`config.mk`:
```
export PLATFORM = sky130hd
export DESIGN_NAME = ga_sync_int
export DESIGN_NICKNAME = d
export VERILOG_FILES = /design/src/rtl/ga_pkg.sv /design/src/rtl/ga_int_counter.sv /design/src/rtl/ga_sync_int.sv
export SDC_FILE = /design/constraint.sdc
export NUM_CORES = 1
export LEC_CHECK = 0
export BUFFER_PORTS_ARGS = -buffer_cell sky130_fd_sc_hd__buf_2
export CORE_MARGIN = 4
export CORE_UTILIZATION = 29
export CTS_CLUSTER_SIZE = 25
export DETAILED_ROUTE_END_ITERATION = 8
export GPL_ROUTABILITY_DRIVEN = 0
export PLACE_DENSITY_LB_ADDON = 0.12
export SYNTH_ARGS = -nofsm -noshare
export SYNTH_HDL_FRONTEND = slang
export SYNTH_SLANG_ARGS = --single-unit
```
`constraint.sdc`:
```
create_clock -name CLOCK -period 1.6 [get_ports CLOCK]
set_clock_uncertainty 0.05 [all_clocks]
set_input_delay 0 -clock CLOCK [delete_from_list [all_inputs] [get_ports CLOCK]]
set_output_delay 0 -clock CLOCK [all_outputs]
set_load 0.05 [all_outputs]
```
`src/rtl/ga_pkg.sv`:
```
// ga_pkg: shared constants for the Gate Array sync and interrupt stage.
package ga_pkg;
    localparam int GA_HSYNC_DELAY    = 2;
    localparam int GA_HSYNC_MAXW     = 4;
    localparam int GA_VSYNC_LINES    = 26;
    localparam int GA_INT_LINES      = 52;
    localparam int GA_RMR_MODE_LSB   = 0;
    localparam int GA_RMR_INTRST_BIT = 4;
    typedef logic [1:0] ga_mode_t;
endpackage

```
`src/rtl/ga_int_counter.sv`:
```
// ga_int_counter: 52-line raster interrupt counter with VSYNC resynchronisation.
module ga_int_counter
    import ga_pkg::*;
#(
    parameter int INT_LINES = GA_INT_LINES
) (
    input  logic       clk,
    input  logic       rst,
    input  logic       i_hs_fall,
    input  logic       i_vs_rise,
    input  logic       i_int_ack,
    input  logic       i_int_rst,
    output logic       o_int,
    output logic [5:0] o_r52
);
    localparam logic [5:0] LAST = 6'(INT_LINES - 1);
    logic [1:0] r_vsd;
    logic [5:0] w_base;
    logic       w_resync;
    assign w_base   = i_int_ack ? {1'b0, o_r52[4:0]} : o_r52;
    assign w_resync = i_hs_fall && r_vsd == 2'd1;
    // A wrap always wins, so an acknowledge on the wrapping line still raises INT
    always_ff @(posedge clk) begin
        if (rst) begin
            o_r52 <= '0;
            o_int <= 1'b0;
            r_vsd <= '0;
        end else begin
            r_vsd <= i_vs_rise ? 2'd2 : (i_hs_fall && r_vsd != 2'd0) ? r_vsd - 2'd1 : r_vsd;
            if (i_int_rst) begin
                o_r52 <= '0;
                o_int <= 1'b0;
            end else if (w_resync) begin
                o_r52 <= '0;
                o_int <= o_r52[5] | (o_int & ~i_int_ack);
            end else if (i_hs_fall && o_r52 == LAST) begin
                o_r52 <= '0;
                o_int <= 1'b1;
            end else begin
                o_r52 <= i_hs_fall ? w_base + 6'd1 : w_base;
                o_int <= o_int & ~i_int_ack;
            end
        end
    end
endmodule

```
`src/rtl/ga_sync_int.sv`:
```
// ga_sync_int: Gate Array sync shaping, raster interrupt and screen mode latch.
// GA_MODE_LATCH_EN defers RMR mode writes to the next HSYNC rise.
module ga_sync_int
    import ga_pkg::*;
#(
    parameter int HSYNC_DELAY = GA_HSYNC_DELAY,
    parameter int HSYNC_MAXW  = GA_HSYNC_MAXW,
    parameter int VSYNC_LINES = GA_VSYNC_LINES,
    parameter int INT_LINES   = GA_INT_LINES
) (
    input  logic       CLOCK,
    input  logic       RESET,
    input  logic       CLKEN,
    input  logic       HSYNC_IN,
    input  logic       VSYNC_IN,
    input  logic       INT_ACK,
    input  logic       RMR_WR,
    input  logic [7:0] RMR_DI,
    output logic       INT,
    output logic       HSYNC_OUT,
    output logic       VSYNC_OUT,
    output logic [1:0] MODE,
    output logic [5:0] R52
);
    localparam logic [4:0] H_ON  = 5'(HSYNC_DELAY);
    localparam logic [4:0] H_OFF = 5'(HSYNC_DELAY + HSYNC_MAXW);
    localparam int VW = $clog2(VSYNC_LINES + 1);
    localparam logic [VW-1:0] V_LOAD = VW'(VSYNC_LINES);
    logic          r_hs, r_vs;
    logic [3:0]    r_hcnt;
    logic [VW-1:0] r_vcnt, w_vcnt_nxt;
    logic          w_hs_fall, w_vs_rise, w_unused;
    assign w_hs_fall  = CLKEN && r_hs && !HSYNC_IN;
    assign w_vs_rise  = CLKEN && !r_vs && VSYNC_IN;
    assign w_vcnt_nxt = w_vs_rise ? V_LOAD : (w_hs_fall && r_vcnt != '0) ? r_vcnt - VW'(1) : r_vcnt;
    assign w_unused   = ^{RMR_DI[7:5], RMR_DI[3:2]};
    // HSYNC_OUT looks at the settled count so short CRTC pulses never leak through
    always_ff @(posedge CLOCK) begin
        if (RESET) begin
            r_hs      <= 1'b0;
            r_vs      <= 1'b0;
            r_hcnt    <= '0;
            r_vcnt    <= '0;
            HSYNC_OUT <= 1'b0;
            VSYNC_OUT <= 1'b0;
        end else begin
            r_hs      <= CLKEN ? HSYNC_IN : r_hs;
            r_vs      <= CLKEN ? VSYNC_IN : r_vs;
            r_hcnt    <= !HSYNC_IN ? 4'd0 : (CLKEN && r_hcnt != 4'hf) ? r_hcnt + 4'd1 : r_hcnt;
            r_vcnt    <= w_vcnt_nxt;
            HSYNC_OUT <= HSYNC_IN && {1'b0, r_hcnt} >= H_ON && {1'b0, r_hcnt} < H_OFF;
            VSYNC_OUT <= VSYNC_IN && w_vcnt_nxt != '0;
        end
    end
`ifdef GA_MODE_LATCH_EN
    logic [1:0] r_pend;
    logic       w_hs_rise;
    assign w_hs_rise = CLKEN && !r_hs && HSYNC_IN;
    always_ff @(posedge CLOCK) begin
        if (RESET) begin
            r_pend <= '0;
            MODE   <= '0;
        end else begin
            r_pend <= RMR_WR ? RMR_DI[GA_RMR_MODE_LSB +: 2] : r_pend;
            MODE   <= w_hs_rise ? r_pend : MODE;
        end
    end
`else
    always_ff @(posedge CLOCK) begin
        if (RESET) MODE <= '0;
        else MODE <= RMR_WR ? RMR_DI[GA_RMR_MODE_LSB +: 2] : MODE;
    end
`endif
    ga_int_counter #(.INT_LINES(INT_LINES)) u_cnt (
        .clk       (CLOCK),
        .rst       (RESET),
        .i_hs_fall (w_hs_fall),
        .i_vs_rise (w_vs_rise),
        .i_int_ack (INT_ACK),
        .i_int_rst (RMR_WR && RMR_DI[GA_RMR_INTRST_BIT]),
        .o_int     (INT),
        .o_r52     (R52)
    );
endmodule

```
==> metrics.md, run 1 <==
| Metric | Value |
|---|---|
| Status | complete, no violations |
| Setup crit end kind | flip-flop |
| Die Wd | around 71 um |
| Number of enable flip-flop cells after synthesis | 0 |
| Post-synth ARST share | 0 |
| Cells after synthesis | 123 |
| Pre-antenna DRT Iters | 4 |
| Dpl hpwl | 1780 um |
| Worst Path Arrival | around 1.7 ns |
| Floorplan row count | 22 |
| Peak supply drop | roughly 470 uV |
| CTS tree | yes |
| RSZ-0062 raised after global routing | false |
| Root buffer cell | clkbuf_8 |
| Power Total | roughly 1300 uW |
| Port Buffers | 20 |
| Initial cell density of the core | 0.308 |
| Mapped cell area | 1150 um2 |
| Hold Vio Cnt, Final | 0 |
| Antenna viol nets, final | 0 |
| WL/cell | between 10 and 15 um |
| Worst-path clk slew | ~0.1 ns |
| Yosys warns | 0 |
| Grt total ovfl | 0 |
| RR Startpoint | r_vcnt[1] |
| PD cells | between 900 and 1000 nW/um2 |
| Final max-slew violation count | 0 |
| Share of layout cells above drive strength 1 | 0.239 |
| Commonest non-fill, non-tap cell in the layout | dfxtp_1 |
| FF-to-FF path depth | 6 |
| Maxcap violations | 0 |
| CTS resizes | 0 |
| H-tree depth | 1 |
| WHS Path Cells | 2 |
| Drt initial violations | 39 |
| Worst R2R Setup Slack | roughly 0.067 ns |
| Setup violators final | 0 |
| First-pass GRT wire length | slightly above 4000 um |
| Min-Delay Path Class | in -> reg |
| Slew @ Worst Pin | 0.323 ns |
| Hold Slack | around 0.0056 ns |
| DR vias/cell | between 4 and 5 |
| Critical Path RT | roughly 1.7 ns |
| Vias post-DR | around 960 |
| CP cell instances | inv_1 > ha_1 > nor4b_4 > nor2_2 > mux2_4 > a41oi_2 |
| Commonest non-fill, non-tap cells in the layout | 22 x dfxtp_1, 20 x buf_2, 14 x nor2_1 |
| Period utilization | 0.958 |
| Startpoint types | flip-flop |
| Diode count | 0 |
| WHS Endpoint | r_hs |
| Worst hold start | RESET |
| CP Class | reg -> reg |
| Synthesized net count | roughly 140 |
| Area growth syn-to-layout | 27.7% |
| Die area | between 5000 and 6000 um2 |
| Drt total wl | around 2400 um |
| Ports | 26 |
| Largest net degree at the start of global routing | 15 |
| Layout Nets | approximately 180 |
| Initial antenna violation count | 0 |
| Worst setup margin | about 0.067 ns |
| Slew margin rel. | 0.779 |
| Die height | about 70 um |
| Synthesized area per cell | between 9 and 10 um2 |
| Final Util | 0.393 |
| Yosys reg bits | 24 |
| Skew-Pair Late Insertion Delay | 0.27 ns |
| Post-synthesis sequential area ratio | 0.416 |
| Post-CTS setup buffers | 0 |
| DRC | 0 |
| Setup TNS | 0 ns |
| Clk sinks | 24 |
| Min Tclk post-route | 1.53 ns |
| Post-synth cell types | 35 |
| RR Endpoint | VSYNC_OUT |
| Top FF cell, synth | dfxtp_1 |
| Num CTS Buffers | 3 |
| Crit-path slowest cell | dfxtp_1 |
| Largest stage delay, worst path | ~0.34 ns |
| Critical Path Fanout Max | 2 |
| Max Root-Sink Buffers | 2 |
| Pre-CTS WS | around 0.091 ns |
| Leakage | roughly 0.00061 uW |
| Max Fclk | 0.652 GHz |
| Vias in the first global route | 910 |
| GR Util All Layers | 0.101 |
| Post-cts hold buffer count | 8 |
| Core region area | 3740 um2 |
[area by class of cell]
type / count / area (um2)
Inverter: 5 / 18.8
Clock inverter: 1 / 30.0
Timing Repair Buffer: 32 / 210
Clock buffer: 3 / 41.3
Tap cell: 48 / 60.1
Sequential cell: 24 / 483
Multi-Input combinational cell: 90 / 629
Fill cell: 409 / 2270
[kinds of logic after synthesis]
family / count (synthesis) / share of synthesized area
adders and majority gates: 6 / 0.0651
muxes: 5 / 0.0477
and+or+nand+nor: 49 / 0.245
AOI/OAI and AO/OA: 20 / 0.112
xor gates and xnor gates: 10 / 0.0759
DFF: 24 / 0.416
buffers and inverters: 9 / 0.0380
[flip-flops by register name, indices dropped and copies added (netlist names)]
signal	count
u_cnt.o_r52	6
r_hs	1
MODE	2
u_cnt.o_int	1
r_vcnt	5
r_vs	1
HSYNC_OUT	1
u_cnt.r_vsd	2
r_hcnt	4
VSYNC_OUT	1
[routing by layer]
| metal | up-vias | share of wire | GRT usage |
|---|---|---|---|
| met4 | 0 | 0.016 | 0.0438 |
| met5 | - | 0 | 0 |
| met3 | 4 | 0.032 | 0.0227 |
| met1 | 449 | 0.45 | 0.118 |
| met2 | 12 | 0.50 | 0.177 |
| li1 | 492 | - | - |
[cell usage after synthesis, types with 3 or more instances]
cell type | n | area [um2]
nand2b_1 | 5 | 31.3
nor3_1 | 6 | 30.0
nand2_1 | 7 | 26.3
a21oi_1 | 11 | 55.1
nor2_1 | 14 | 52.6
xnor2_1 | 6 | 52.6
dfxtp_1 | 24 | 480
inv_1 | 5 | 18.8
mux2i_1 | 4 | 40.0
nand3_1 | 3 | 15.0
ha_1 | 6 | 75.1
xor2_1 | 4 | 35.0
[critical path, delay by kind of cell, from the launching register on]
family	cells	cell delay (ns)
mux	1	0.33
fa+ha+maj	1	0.21
simple gates	2	0.30
compound gates	1	0.16
flops	1	0.34
buf+inv	1	0.07
[worst max-delay path by stage]
stage / from / to / slack [ns] / depth (start not counted)
final: r_vcnt[1] / VSYNC_OUT / 0.07 / 6
after global routing: r_vcnt[1] / VSYNC_OUT / 0.01 / 6
after CTS: r_vcnt[1] / VSYNC_OUT / 0.07 / 6
after detailed placement: r_vcnt[1] / VSYNC_OUT / 0.09 / 6
after global placement: r_vcnt[0] / VSYNC_OUT / 0.15 / 6
after floorplan: u_cnt.o_r52[4] / u_cnt.o_r52[0] / 0.03 / 4
[metrics by stage]
stage | cells | cell area (um2)
after floorplan | 123 | 1160
after global placement | 191 | 1320
after detailed placement | 191 | 1320
after CTS | 203 | 1470
after global routing | 203 | 1470
final | 203 | 1470
[where the power goes]
part | switching [uW] | total [uW] | internal [uW]
Clock | 206 | 540 | 335
Sequential | 15.7 | 632 | 617
Combinational | 85.9 | 160 | 74.4
Total | 307 | 1330 | 1030
Note: power is estimated with default switching activity, not from simulation.
==> run 2: changes to the inputs <==
Settings changed: CAP_MARGIN set to 20, CTS_CLUSTER_DIAMETER set to 200, PLACE_DENSITY_LB_ADDON 0.12 to 0.15.
==> run 2 against run 1 <==
  * Fmax is 2.9% higher
  * Non-clock buffer count is 2 higher
  * Final cell count increased by 0.49%
  * Sequential power about the same
  * Highest routed layer unchanged
==> metrics.md, run 2 (synthesis gave the netlist of run 1 again) <==
| Metric | Value |
|---|---|
| P_int | 861 uW (-16%) |
| Hold Vio Cnt, Final | 0 (unchanged) |
| Peak supply drop | 626 uV (+33%) |
| Vias in the first global route | 951 (+4.5%) |
| Startpoint types | flip-flop |
| Slew @ Worst Pin | 0.338 ns (+0.0145 ns) |
| Setup violators final | 0 (unchanged) |
| Largest registers | u_cnt.o_r52 x6, r_vcnt x5, r_hcnt x4 |
| Setup crit end kind | flip-flop |
| Die height | 71.1 um (unchanged) |
| Combinational share of power | 0.140 (+0.020) |
| Clk pwr share | 0.308 (-0.097) |
| H-tree depth | 1 (unchanged) |
| Min Tclk post-route | 1.49 ns (-0.0433 ns) |
| Dpl hpwl | 1780 um (-0.11%) |
| CP Class | reg -> reg |
| CTS tree | yes |
| PD cells | 786 nW/um2 (-13%) |
| Worst setup margin | 0.111 ns (+0.0433 ns) |
| Crit-path slowest cell | dfxtp_1 |
| Die area | 5050 um2 (unchanged) |
| GR Util All Layers | 0.105 (+0.00360) |
| Most flop-heavy register | u_cnt.o_r52 |
| DRC | 0 (unchanged) |
| Max Root-Sink Buffers | 2 (unchanged) |
| Maxcap violations | 0 (unchanged) |
| Drt initial violations | 19 (-51%) |
| Sequential share of power | 0.552 (+0.078) |
| Hold Slack | 0.0283 ns (+0.0227 ns) |
| Critical Path RT | 1.74 ns (about the same) |
| Critical Path Fanout Max | 2 (unchanged) |
| Post-CTS setup buffers | 0 (unchanged) |
| Power Total | 1150 uW (-14%) |
| Antenna viol nets, final | 0 (unchanged) |
| Largest net degree at the start of global routing | 15 (unchanged) |
| Num CTS Buffers | 3 (unchanged) |
| Clk sinks | 24 (unchanged) |
| Skew-Pair Late Insertion Delay | 0.26 ns (about the same) |
| Max FFs per register | 6 (unchanged) |
| Area growth syn-to-layout | 26.4% |
| Post-cts hold buffer count | 8 (unchanged) |
| Grt total ovfl | 0 (unchanged) |
| Floorplan row count | 22 (unchanged) |
| Number of buffers and inverters on the critical path | 1 (unchanged) |
| Share of layout cells above drive strength 1 | 0.244 (+0.00488) |
| P_sw | 285 uW (-7.1%) |
| Vias post-DR | 937 (-2.1%) |
| Ports | 26 (unchanged) |
| Min-Delay Path Class | in -> reg |
| Initial antenna violation count | 0 (unchanged) |
| Pre-antenna DRT Iters | 4 (unchanged) |
| Slew margin rel. | 0.769 (-0.00994) |
| Commonest non-fill, non-tap cells in the layout | 22 x dfxtp_1, 20 x buf_2, 14 x nor2_1 |
| Sw frac | 0.249 (+0.0185) |
| Max Fclk | 0.671 GHz (+2.9%) |
| Port Buffers | 20 (unchanged) |
| Drt total wl | 2430 um (+0.66%) |
| Core region area | 3740 um2 (unchanged) |
| Period utilization | 0.931 (-0.0271) |
| Setup TNS | 0 ns (unchanged) |
| Worst-path clk slew | 0.08 ns (-0.02 ns) |
| Commonest non-fill, non-tap cell in the layout | dfxtp_1 |
| Status | complete, no violations |
| CTS resizes | 0 (unchanged) |
| Initial cell density of the core | 0.308 (unchanged) |
| Final max-slew violation count | 0 (unchanged) |
| First-pass GRT wire length | 4290 um (+5.1%) |
| RSZ-0062 raised after global routing | false |
| Largest stage delay, worst path | 0.34 ns (about the same) |
| Diode count | 0 (unchanged) |
| Root buffer cell | clkbuf_8 |
| WL/cell | 11.9 um (+0.17%) |
| CP cell instances | inv_1 > ha_1 > nor4b_4 > nor2_2 > mux2_4 > a41oi_2 |
| Leakage | 0.000601 uW (-0.64%) |
| Layout Nets | 179 (+1.1%) |
| Crit-path leading delay family | flip-flops |
| Die Wd | 71.1 um (unchanged) |
| Worst Path Arrival | 1.63 ns (-0.05 ns) |
| Pre-CTS WS | 0.128 ns (+0.0370 ns) |
| DR vias/cell | 4.59 (-2.6%) |
## run 2: cell count changes in the layout (fill, tap and decap cells not counted)
cell / previous run / this run
buf_4: 4 / 6
bufinv_16: 1 / 0
## run 2: final cells by class
cell class              instances  area, um2
fillers                       398       2290
flip-flops and latches         24        483
well taps                      48       60.1
multi-input cells              90        629
clock buffers                   3       41.3
inverters                       5       18.8
repair buffers                 34        225
## run 2: path summary, 6_finish.rpt
check / depth (start not counted) / start / to / slack (ns)
max: 6 / r_vcnt[1] / VSYNC_OUT / 0.11
min: 2 / RESET / r_hs / 0.03
max reg2reg: 6 / r_vcnt[1] / VSYNC_OUT / 0.11
min reg2reg: 2 / u_cnt.o_r52[1] / u_cnt.o_r52[1] / 0.42
## run 2: layer usage
layer / track usage / vias to the layer above / routed length [um]
li1: - / 495 / -
met2: 0.191 / 14 / 1200
met3: 0.0355 / 2 / 118
met4: 0.0313 / 0 / 24
met5: 0 / - / 0
met1: 0.115 / 426 / 1090
## run 2: power by group through the flow
| stage | clock network [uW] | registers, uW | logic, uW |
|---|---|---|---|
| finish | 353 | 632 | 161 |
| global route | 409 | 636 | 178 |
| CTS | 375 | 632 | 162 |
| detailed placement | 0 | 646 | 144 |
| global placement | 0 | 645 | 143 |
| floorplan | 0 | 665 | 79.8 |
## run 2: through the flow
stage | instance area, um2 | utilization | cells
CTS | 1460 | 0.389 | 204
global route | 1460 | 0.389 | 204
global placement | 1340 | 0.357 | 193
finish | 1460 | 0.389 | 204
detailed placement | 1340 | 0.357 | 193
floorplan | 1160 | - | 123
==> run 3: changes to the inputs <==
Settings changed: BUFFER_PORTS_ARGS -buffer_cell sky130_fd_sc_hd__buf_2 to -buffer_cell sky130_fd_sc_hd__clkbuf_2, CORE_UTILIZATION 29 to 35, SKIP_CTS_REPAIR_TIMING set to 1.
==> run 3 against run 2 <==
  * The flow now finishes with violations (hold timing)
  * Wire length is 2.8% lower
  * Largest power group unchanged
  * Global-route usage is 1.5 points higher
  * Critical path type unchanged
  * Critical path depth stayed put
==> metrics.md, run 3 (synthesis gave the netlist of run 1 again) <==
| Metric | Value |
|---|---|
| Status | complete, but fails checks |
| Failing checks | hold timing |
| Layout Cells excl Fill | 199 (-2.5%) |
| Worst setup margin | 0.129 ns (+0.0187 ns) |
| Diode count | 0 (unchanged) |
| Fill cells | 324 (-19%) |
| Critical Path Fanout Max | 2 (unchanged) |
| Commonest non-fill, non-tap cells in the layout | 20 x dfxtp_1, 20 x clkbuf_2, 14 x nor2_1 |
| Max FFs per register | 6 (unchanged) |
| First-pass GRT wire length | 4080 um (-5.0%) |
| Skew-Pair Late Insertion Delay | 0.32 ns (+0.06 ns) |
| Antenna viol nets, final | 0 (unchanged) |
| WHS Path Cells | 2 (unchanged) |
| PD cells | 783 nW/um2 (-0.44%) |
| P_sw | 294 uW (+3.0%) |
| Peak supply drop | 240 uV (-62%) |
| DR vias/cell | 4.81 (+4.7%) |
| Port Buffers | 20 (unchanged) |
| RSZ-0062 raised after global routing | false |
| CTS tree | yes |
| Grt total ovfl | 0 (unchanged) |
| WL/cell | 11.8 um (-0.40%) |
| Worst Path Arrival | 1.68 ns (+0.05 ns) |
| Leakage | 0.000584 uW (-2.9%) |
| Share of layout cells above drive strength 1 | 0.258 (+0.0145) |
| Worst R2R Setup Slack | 0.13 ns (+0.02 ns) |
| GR Util All Layers | 0.120 (+0.0153) |
| Drt initial violations | 35 (+16) |
| Sw frac | 0.261 (+0.0123) |
| Setup crit end kind | flip-flop |
| Ports | 26 (unchanged) |
| Maxcap violations | 0 (unchanged) |
| Combinational share of power | 0.141 (about the same) |
| Pre-CTS WS | 0.0980 ns (-0.0296 ns) |
| Floorplan row count | 20 (-9.1%) |
| Die height | 65.4 um (-8.0%) |
| Vias in the first global route | 926 (-2.6%) |
| Setup violators final | 0 (unchanged) |
| Critical Path RT | 1.81 ns (+0.07 ns) |
| Pre-antenna DRT Iters | 2 (-2) |
| Slew @ Worst Pin | 0.351 ns (+0.0136 ns) |
| CP Class | reg -> reg |
| Die Wd | 65.4 um (-8.0%) |
| Crit-path slowest cell | dfxtp_2 |
| Startpoint types | flip-flop |
| Hold Vio Cnt, Final | 8 (+8) |
| Most flop-heavy register | u_cnt.o_r52 |
| Max Fclk | 0.680 GHz (+1.3%) |
| CP cell instances | inv_1 > ha_2 > nor4b_4 > nor2_2 > mux2_4 > a21oi_1 |
| Clk pwr share | 0.296 (-0.012) |
| DRC | 0 (unchanged) |
| Worst-path clk slew | 0.14 ns (+0.06 ns) |
| P_int | 831 uW (-3.4%) |
| Root buffer cell | clkbuf_4 |
| Sequential share of power | 0.563 (+0.011) |
| Vias post-DR | 957 (+2.1%) |
| Largest net degree at the start of global routing | 15 (unchanged) |
| FF-to-FF path depth | 6 (unchanged) |
| Drt total wl | 2360 um (-2.8%) |
| Initial antenna violation count | 0 (unchanged) |
| Min-Delay Path Class | in -> reg |
| Layout Nets | 177 (-1.1%) |
| Max Root-Sink Buffers | 2 (unchanged) |
| Dpl hpwl | 1730 um (-2.9%) |
| Clk sinks | 24 (unchanged) |
| Placed Cells | 187 (-3.1%) |
| Core region area | 3100 um2 (-17%) |
| Largest stage delay, worst path | 0.34 ns (about the same) |
| Initial cell density of the core | 0.372 (+0.0636) |
| Final max-slew violation count | 0 (unchanged) |
| Setup TNS | 0 ns (unchanged) |
| Area growth syn-to-layout | 24.6% |
| Hold Slack | -0.0170 ns (-0.0453 ns) |
| H-tree depth | 1 (unchanged) |
| Largest registers | u_cnt.o_r52 x6, r_vcnt x5, r_hcnt x4 |
| Die area | 4280 um2 (-15%) |
| Slew margin rel. | 0.764 (-0.00543) |
| Min Tclk post-route | 1.47 ns (-0.0187 ns) |
| Period utilization | 0.919 (-0.0117) |
| Num CTS Buffers | 3 (unchanged) |
## run 3: cell count changes in the layout (fill, tap and decap cells not counted), sizes merged
cell	change
buf	-22
clkbuf	+21
## run 3: path summary, 6_finish.rpt
path                                startpoint             end
worst max-delay path                 r_vcnt[1]       r_vcnt[1]
worst min-delay path                     RESET       r_vcnt[4]
worst max register to register       r_vcnt[1]       r_vcnt[1]
worst min register to register  u_cnt.o_r52[1]  u_cnt.o_r52[1]
## run 3: power groups by stage
stage | combinational [uW] | clock, uW | sequential, uW
after floorplan | 79.8 | 0 | 665
after global placement | 139 | 0 | 645
after detailed placement | 142 | 0 | 646
after CTS | 143 | 348 | 633
after global routing | 177 | 366 | 637
final | 159 | 333 | 633
## run 3: per-layer routing
metal	GRT usage	wire, um	up-vias
li1	-	-	495
met1	0.144	1050	445
met2	0.210	1170	13
met3	0.0239	97	4
met4	0.0466	36	0
met5	0	0	-
## run 3: metrics by stage
stage                     area [um2]  hold slack [ns]  utilization  power, uW
after floorplan                 1160           0.0274            -        744
after global placement          1320            0.187        0.424        784
after detailed placement        1320            0.205        0.424        788
after CTS                       1350           -0.145        0.436       1120
after global routing            1440          0.00780        0.463       1180
final                           1440          -0.0170        0.463       1130
## run 3: worst max-delay path, delay by kind of cell (launching register included)
family | cells | cell delay [ns]
adder cells (fa/ha/maj) | 1 | 0.18
multiplexers | 1 | 0.32
AO/OA/AOI/OAI | 1 | 0.14
AND/OR/NAND/NOR | 2 | 0.31
flip-flops | 1 | 0.34
buffers and inverters | 1 | 0.07
## run 3: layout make-up
class / count / area (um2) / share of cell area
multi-input combinational: 90 / 632 / 0.440
sequential: 24 / 485 / 0.338
timing repair buffer: 32 / 210 / 0.146
tap: 44 / 55.1 / 0.0383
clock buffer: 4 / 36.3 / 0.0252
inverter: 5 / 18.8 / 0.0131
